**config.mk**
```make
export PLATFORM = sky130hd
export DESIGN_NAME = gate_stim_gen
export DESIGN_NICKNAME = d
export VERILOG_FILES = /design/src/rtl/gate_stim_pkg.sv /design/src/rtl/lfsr16.sv /design/src/rtl/gate_stim_gen.sv
export SDC_FILE = /design/constraint.sdc
export NUM_CORES = 1
export LEC_CHECK = 0
export ABC_AREA = 1
export CORE_MARGIN = 3
export CORE_UTILIZATION = 39
export CTS_CLUSTER_SIZE = 40
export DETAILED_ROUTE_END_ITERATION = 16
export GPL_TIMING_DRIVEN = 1
export HOLD_SLACK_MARGIN = 0.05
export SYNTH_ARGS = -nofsm -noshare
export SYNTH_HDL_FRONTEND = slang
export SYNTH_SLANG_ARGS = --single-unit
```
**constraint.sdc**
```tcl
create_clock -name clk -period 2.5 [get_ports clk]
set_clock_uncertainty 0.1 [all_clocks]
set_input_delay 0.75 -clock clk [delete_from_list [all_inputs] [get_ports clk]]
set_output_delay 0.75 -clock clk [all_outputs]
set_load 0.05 [all_outputs]
```
**src/rtl/gate_stim_pkg.sv**
```systemverilog
`default_nettype none
// ============================================================================
// Module      : gate_stim_pkg
// Description : Shared types, mode encodings and LFSR step for the gate
//               stimulus generator.
// Revision    : 1.0 - initial release
// ============================================================================
package gate_stim_pkg;

    typedef enum logic [1:0] {
        IDLE = 2'd0,
        RUN  = 2'd1,
        DONE = 2'd2
    } state_t;

    localparam logic        MODE_EXH     = 1'b0;
    localparam logic        MODE_RND     = 1'b1;

    localparam logic [15:0] LFSR_TAPS    = 16'hB400;
    localparam logic [15:0] DEFAULT_SEED = 16'hACE1;

    // Right-shifting Galois form of x^16 + x^14 + x^13 + x^11 + 1.
    function automatic logic [15:0] lfsr_step(input logic [15:0] cur);
        return (cur >> 1) ^ (cur[0] ? LFSR_TAPS : 16'h0000);
    endfunction

endpackage
`default_nettype wire

```
**src/rtl/lfsr16.sv**
```systemverilog
`default_nettype none
// ============================================================================
// Module      : lfsr16
// Description : 16-bit Galois LFSR with synchronous seed load and step enable.
// Revision    : 1.0 - initial release
// ============================================================================
module lfsr16
    import gate_stim_pkg::*;
(
    input  logic        clk,
    input  logic        rst,
    input  logic        load,
    input  logic [15:0] seed,
    input  logic        advance,
    output logic [15:0] state
);

    logic [15:0] r_state;

    // Load wins over advance so a new run always begins exactly at the seed.
    always_ff @(posedge clk) begin
        if (rst) begin
            r_state <= seed;
        end else if (load) begin
            r_state <= seed;
        end else if (advance) begin
            r_state <= lfsr_step(r_state);
        end
    end

    assign state = r_state;

endmodule
`default_nettype wire

```
**src/rtl/gate_stim_gen.sv**
```systemverilog
`default_nettype none
// ============================================================================
// Module      : gate_stim_gen
// Description : Bounded {a, b} operand stream (exhaustive or LFSR-random) over
//               valid/ready, bracketed by a start/done handshake.
// Revision    : 1.0 - initial release
// ============================================================================
module gate_stim_gen
    import gate_stim_pkg::*;
#(
    parameter logic [15:0] SEED  = DEFAULT_SEED,
    parameter int          CNT_W = 8
) (
    input  logic             clk,
    input  logic             rst,
    input  logic             start,
    input  logic             mode,
    input  logic [CNT_W-1:0] num_vec,
    output logic             out_valid,
    input  logic             out_ready,
    output logic             a,
    output logic             b,
    output logic [CNT_W-1:0] vec_idx,
    output logic             busy,
    output logic             done
);

    state_t             r_state;
    logic               r_mode;
    logic [CNT_W-1:0]   r_num_vec;
    logic [CNT_W-1:0]   r_vec_idx;
    logic               r_out_valid;
    logic               r_a;
    logic               r_b;
    logic               r_busy;
    logic               r_done;

    logic [15:0]        w_lfsr;
    logic [15:0]        w_lfsr_nxt;
    logic               w_start_acc;
    logic               w_xfer;
    logic               w_last;
    logic               w_lfsr_adv;
    logic [CNT_W-1:0]   w_idx_nxt;

    assign w_start_acc = (r_state == IDLE) && start;
    assign w_xfer      = (r_state == RUN) && r_out_valid && out_ready;
    assign w_last      = (r_vec_idx == (r_num_vec - CNT_W'(1)));
    assign w_lfsr_adv  = w_xfer && !w_last && (r_mode == MODE_RND);
    assign w_idx_nxt   = r_vec_idx + CNT_W'(1);
    assign w_lfsr_nxt  = lfsr_step(w_lfsr);

    lfsr16 u_lfsr (
        .clk     (clk),
        .rst     (rst),
        .load    (w_start_acc),
        .seed    (SEED),
        .advance (w_lfsr_adv),
        .state   (w_lfsr)
    );

    // a/b are registered from the value the LFSR/index will hold next cycle,
    // so the presented vector always matches the current LFSR state.
    always_ff @(posedge clk) begin
        if (rst) begin
            r_state     <= IDLE;
            r_mode      <= MODE_EXH;
            r_num_vec   <= '0;
            r_vec_idx   <= '0;
            r_out_valid <= 1'b0;
            r_a         <= 1'b0;
            r_b         <= 1'b0;
            r_busy      <= 1'b0;
            r_done      <= 1'b0;
        end else begin
            r_done <= 1'b0;
            case (r_state)
                IDLE: begin
                    if (start) begin
                        r_mode    <= mode;
                        r_num_vec <= num_vec;
                        r_vec_idx <= '0;
                        if (num_vec == '0) begin
                            r_state <= DONE;
                            r_done  <= 1'b1;
                        end else begin
                            r_state     <= RUN;
                            r_out_valid <= 1'b1;
                            r_busy      <= 1'b1;
                            r_a         <= (mode == MODE_RND) ? SEED[0] : 1'b0;
                            r_b         <= (mode == MODE_RND) ? SEED[1] : 1'b0;
                        end
                    end
                end
                RUN: begin
                    if (w_xfer) begin
                        if (w_last) begin
                            r_state     <= DONE;
                            r_out_valid <= 1'b0;
                            r_busy      <= 1'b0;
                            r_done      <= 1'b1;
                            r_a         <= 1'b0;
                            r_b         <= 1'b0;
                        end else begin
                            r_vec_idx <= w_idx_nxt;
                            if (r_mode == MODE_RND) begin
                                r_a <= w_lfsr_nxt[0];
                                r_b <= w_lfsr_nxt[1];
                            end else begin
                                r_a <= w_idx_nxt[1];
                                r_b <= w_idx_nxt[0];
                            end
                        end
                    end
                end
                DONE: begin
                    r_state <= IDLE;
                end
                default: begin
                    r_state     <= IDLE;
                    r_out_valid <= 1'b0;
                    r_busy      <= 1'b0;
                end
            endcase
        end
    end

    assign out_valid = r_out_valid;
    assign a         = r_a;
    assign b         = r_b;
    assign vec_idx   = r_vec_idx;
    assign busy      = r_busy;
    assign done      = r_done;

endmodule
`default_nettype wire

```
==> results of run 1 <==
## cell families (layout without fill, tap and decap cells)
family                     after synthesis  count (layout)
buffers and inverters                   44              76
xor gates and xnor gates                12              12
adders and majority gates                2               2
DFF                                     39              39
and+or+nand+nor                        132             132
AOI/OAI and AO/OA                       60              60
## cell type report
type | count | area, um^2 | area share, %
flip-flops and latches | 39 | 781 | 31.7
repair buffers | 36 | 320 | 13.0
inverters | 32 | 120 | 4.88
well taps | 67 | 83.8 | 3.41
multi-input cells | 206 | 1020 | 41.6
clock buffers | 6 | 72.6 | 2.95
clock inverters | 2 | 60.1 | 2.44
## final timing paths
| check | from | end | slack (ns) | cells past startpoint |
|---|---|---|---|---|
| max | vec_idx[4] | vec_idx[4] | 0.14 | 1 |
| min | u_lfsr.state[12] | u_lfsr.state[11] | 0.36 | 2 |
| max reg2reg | r_num_vec[0] | vec_idx[1] | 0.27 | 14 |
| min reg2reg | u_lfsr.state[12] | u_lfsr.state[11] | 0.36 | 2 |
## cells in the final DEF, fill, tap and decap left out
cell type        count
nand2_1             51
nor2_1              45
dfxtp_1             39
inv_1               32
o21ai_0             28
a21oi_1             27
nand3_1             20
clkdlybuf4s50_1     20
buf_4               16
nand4_1              7
xnor2_1              6
xor2_1               6
clkbuf_8             5
nor2_2               2
nand3b_1             2
o211ai_1             2
ha_1                 2
bufinv_16            2
nand2_2              1
nand3_2              1
nand2_4              1
o21ai_4              1
or2_2                1
nor3_1               1
a31oi_1              1
o2111ai_1            1
clkbuf_1             1
## per-stage QoR
step | util [%] | instances | power (mW)
3_5_place_dp | 48.2 | 380 | 1.06
2_1_floorplan | - | 289 | 0.946
3_3_place_gp | 48.2 | 380 | 1.06
4_1_cts | 51.0 | 388 | 1.68
5_1_grt | 51.1 | 388 | 1.76
6_report | 51.1 | 388 | 1.67
## sequential cells by signal, indices dropped and copies added (netlist names)
register and flops:
r_state 2, r_mode 1, busy 1, b 1
done 1, a 1, r_num_vec 8, u_lfsr.state 16
vec_idx 8
## layer usage
metal	global-route usage [%]	vias to the layer above	routed length [um]
met1	22.2	812	2410
met3	3.64	5	149
met2	24.0	33	1840
met4	5.52	0	52
met5	0	-	0
li1	-	994	-
## power by group through the flow
stage	Clock (mW)	Sequential, mW	Combinational [mW]
after global placement	0	0.700	0.355
after detailed placement	0	0.700	0.357
after floorplan	0	0.731	0.215
after CTS	0.639	0.686	0.360
final	0.624	0.686	0.359
after global routing	0.660	0.691	0.405
==> flow_summary.toml, run 1 <==
[status]
run_status = "completed"

[placed_design]
io_buffers = 25
place_ws_ns = 0.119
hpwl_mm = 3.32
place_area_um2 = 2320
place_congestion = 0.831

[yosys]
synthTopCellsByCount = "nand2_1 (51), nor2_1 (45), dfxtp_1 (39), inv_1 (32), o21ai_0 (28)"
netlist.top_cell.by_area = "dfxtp_1"
synth-adder-area-share_pct = 1.26
synth-edff-count = 0
synth_cells = 289
synth-seq-cells = 39
synth-compound-area-share_pct = 16.2
synth_area_leaders = "dfxtp_1 (39%), nand2_1 (9.7%), nor2_1 (8.5%)"
ys.flop_type = "dfxtp_1"
synth-simple-area-share_pct = 28.5
synth_top_area_share_pct = 39.4
synth_top_family_by_area = "simple AND/OR/NAND/NOR gates"
synth_xor_area_share_pct = 5.30
yosysSeqAreaShare_pct = 39.4
async_reset_ff_share_pct = 0
synth_mux_area_share_pct = 0
syn_area_um2 = 1980
synth_cell_types = 26
yosysMostFrequentCell = "nand2_1"
syn_nets = 304
ys_warn_count = 0
syn_area_per_cell_um2 = 6.86

[floorplanning]
initial_utilization_pct = 41.1
die_w_um = 77.3
die-area_um2 = 5970
ios = 26
core_area_um2 = 4820
dieHeight_um = 77.3
core.rowCount = 25

[clock_network]
clk_path_buf_depth = 2
clkTransAtPathRegs_ns = 0.08
cts_resized = 0
cts_tree = "yes"
cts_hold_buf = 0
cts_buffers = 5
clockRootBuffer = "clkbuf_8"
worstSkewPairLatency_ns = 0.29
post_cts_buffers = 0
htreeDepth = 2
clock-sinks = 39

[critical_path]
worstPathMaxFanout = 5
crit_family = "buffers and inverters"
path_class = "reg -> out"
startpoint_type = "flip-flop"
cp_slowest_cell = "clkdlybuf4s50_1"
cpPeakStageDelay_ns = 0.83
crit_required_ns = 1.65
cp.arrival_ns = 1.51
endpoint_kind = "primary output"
crit_chain = "clkdlybuf4s50_1"
crit_buf_inv = 1

[layout]
final_area_um2 = 2460
num_antenna_cells = 0
nets = 335
drive_gt1_share_pct = 9.35
area_growth_syn_to_layout_pct = 24.1
final.fill_count = 514

[power]
power_density_nw_per_um2 = 679
seqPwrFrac_pct = 41.1
swShare_pct = 28.9
p_comb_share_pct = 21.5
peakVddDrop_uv = 394
clock_power_share_pct = 37.4
intPower_mw = 1.19
power.switching_uw = 482
p_leak_nw = 1.09

[detailed_routing]
detail-route-antenna-nets = 0
wirelength_mm = 4.45
wl_per_cell_um = 11.5
viasPerCell = 4.75
drt_first_pass_iters = 4
vias = 1844
drc_errors = 0
dr.first_iter.drc_count = 78

[grt]
grt_pass1_wl_mm = 7.78
antenna_found_initial = 0
track_usage_pct = 15.9
overflow = 0
grt_max_degree = 23
grt_pass1_vias = 1755

[timing]
max_freq_ghz = 0.423
layout_min_cycle_time_ns = 2.36
rsz0062_at_grt = "no"
final.setup.tns_ns = 0
worst_slack_ns = 0.136
period_share_pct = 94.6
tightestPinTransition_ns = 0.500
setup_viol = 0
finalHoldViolations = 0
maxSlewHeadroom_pct = 66.6
hold_ws_ns = 0.361
report.final.slew_viol_count = 0

[run]
max-cap-violations = 0

[hold_path]
hold_class = "reg -> reg"
No activity file was read; power rests on OpenSTA's default activity.
==> run 2: changes to the inputs <==
--- a/config.mk
+++ b/config.mk
@@ -7,11 +7,14 @@
 export LEC_CHECK = 0
 export ABC_AREA = 1
 export CORE_MARGIN = 3
-export CORE_UTILIZATION = 39
+export CORE_UTILIZATION = 54
 export CTS_CLUSTER_SIZE = 40
 export DETAILED_ROUTE_END_ITERATION = 16
 export GPL_TIMING_DRIVEN = 1
 export HOLD_SLACK_MARGIN = 0.05
+export PLACE_DENSITY = 0.78
+export REMOVE_ABC_BUFFERS = 1
 export SYNTH_ARGS = -nofsm -noshare
 export SYNTH_HDL_FRONTEND = slang
 export SYNTH_SLANG_ARGS = --single-unit
+export TNS_END_PERCENT = 100
==> flow_summary.toml, run 2 (same netlist as run 1, synthesis figures left out) <==
[clock_network]
post_cts_buffers = 0
clock-sinks = 39
worstSkewPairLatency_ns = 0.30
htreeDepth = 2
clockRootBuffer = "clkbuf_8"
cts_hold_buf = 0
clkTransAtPathRegs_ns = 0.08
cts_resized = 0
cts_buffers = 5
cts_tree = "yes"
clk_path_buf_depth = 2

[critical_path]
crit_buf_inv = 1
crit_required_ns = 1.65
endpoint_kind = "primary output"
cp.arrival_ns = 1.54
crit_chain = "clkdlybuf4s50_1"
ff2ff_path_depth = 13
cpPeakStageDelay_ns = 0.83
crit_family = "buffers and inverters"
path_class = "reg -> out"
startpoint_type = "flip-flop"
worstPathMaxFanout = 5
path_depth = 1
cp_slowest_cell = "clkdlybuf4s50_1"

[timing]
layout_min_cycle_time_ns = 2.39
worst_slack_ns = 0.115
report.final.slew_viol_count = 0
period_share_pct = 95.4
setup_viol = 0
finalHoldViolations = 0
tightestPinTransition_ns = 0.499
rsz0062_at_grt = "no"
final.setup.tns_ns = 0
maxSlewHeadroom_pct = 66.7
max_freq_ghz = 0.419
hold_ws_ns = 0.362

[grt]
antenna_found_initial = 0
track_usage_pct = 21.8
overflow = 0
grt_pass1_wl_mm = 7.44
grt_max_degree = 22
grt_pass1_vias = 1740

[layout]
seq_area_um2 = 781
num_antenna_cells = 0
final_cell_mix = "nand2_1 (51), nor2_1 (45), dfxtp_1 (39)"
nets = 336
largest_reg_flops = 16
drive_gt1_share_pct = 8.39
area_growth_syn_to_layout_pct = 20.7
final.fill_count = 308
final_area_um2 = 2390
final_cells = 368
mostFrequentLayoutCell = "nand2_1"
multi_input_area_um2 = 1020

[detailed_routing]
wl_per_cell_um = 11.5
vias = 1890
drc_errors = 0
dr.first_iter.drc_count = 140
drt_first_pass_iters = 4
viasPerCell = 5.14
wirelength_mm = 4.22
detail-route-antenna-nets = 0

[floorplanning]
core.rowCount = 21
ios = 26
core_area_um2 = 3440
dieHeight_um = 66.6
initial_utilization_pct = 57.6
die_w_um = 66.6
die-area_um2 = 4430

[power]
power_density_nw_per_um2 = 604
peakVddDrop_uv = 498
p_leak_nw = 1.06

[hold_path]
holdPathStages = 2
hold_class = "reg -> reg"

[placed_design]
place_congestion = 0.829
placed_cells = 360
hpwl_mm = 3.17
place_ws_ns = 0.142
io_buffers = 25
place_area_um2 = 2310

[run]
max-cap-violations = 0

[status]
run_status = "completed"
==> run 2: power by group <==
part           internal [mW]  switching (mW)  total [mW]
combinational          0.132           0.218       0.350
clock                  0.196           0.212       0.408
sequential             0.653          0.0338       0.687
==> run 2: layout make-up <==
cell class	instances	share of cell area, %
multi-input combinational	206	42.5
sequential	39	32.6
timing repair buffer	37	14.0
inverter	32	5.02
clock buffer	7	3.19
tap	46	2.41
clock inverter	1	0.209
==> run 2: through the flow <==
step / util, % / power (mW)
after CTS: 69.5 / 1.46
after floorplan: - / 0.937
final: 69.5 / 1.45
after global routing: 69.5 / 1.54
after detailed placement: 67.1 / 1.05
after global placement: 67.1 / 1.04
==> run 2: worst paths after layout <==
check / to / slack, ns / from
min: u_lfsr.state[11] / 0.36 / u_lfsr.state[12]
max reg2reg: vec_idx[1] / 0.32 / r_num_vec[1]
min reg2reg: u_lfsr.state[11] / 0.36 / u_lfsr.state[12]
max: vec_idx[4] / 0.11 / vec_idx[4]
==> run 2: routing by layer <==
metal / track usage, % / vias up / routed length (um)
met3: 5.56 / 7 / 190
met4: 10.2 / 0 / 81
li1: - / 1000 / -
met5: 0 / - / 0
met2: 36.5 / 39 / 2040
met1: 25.9 / 844 / 1910
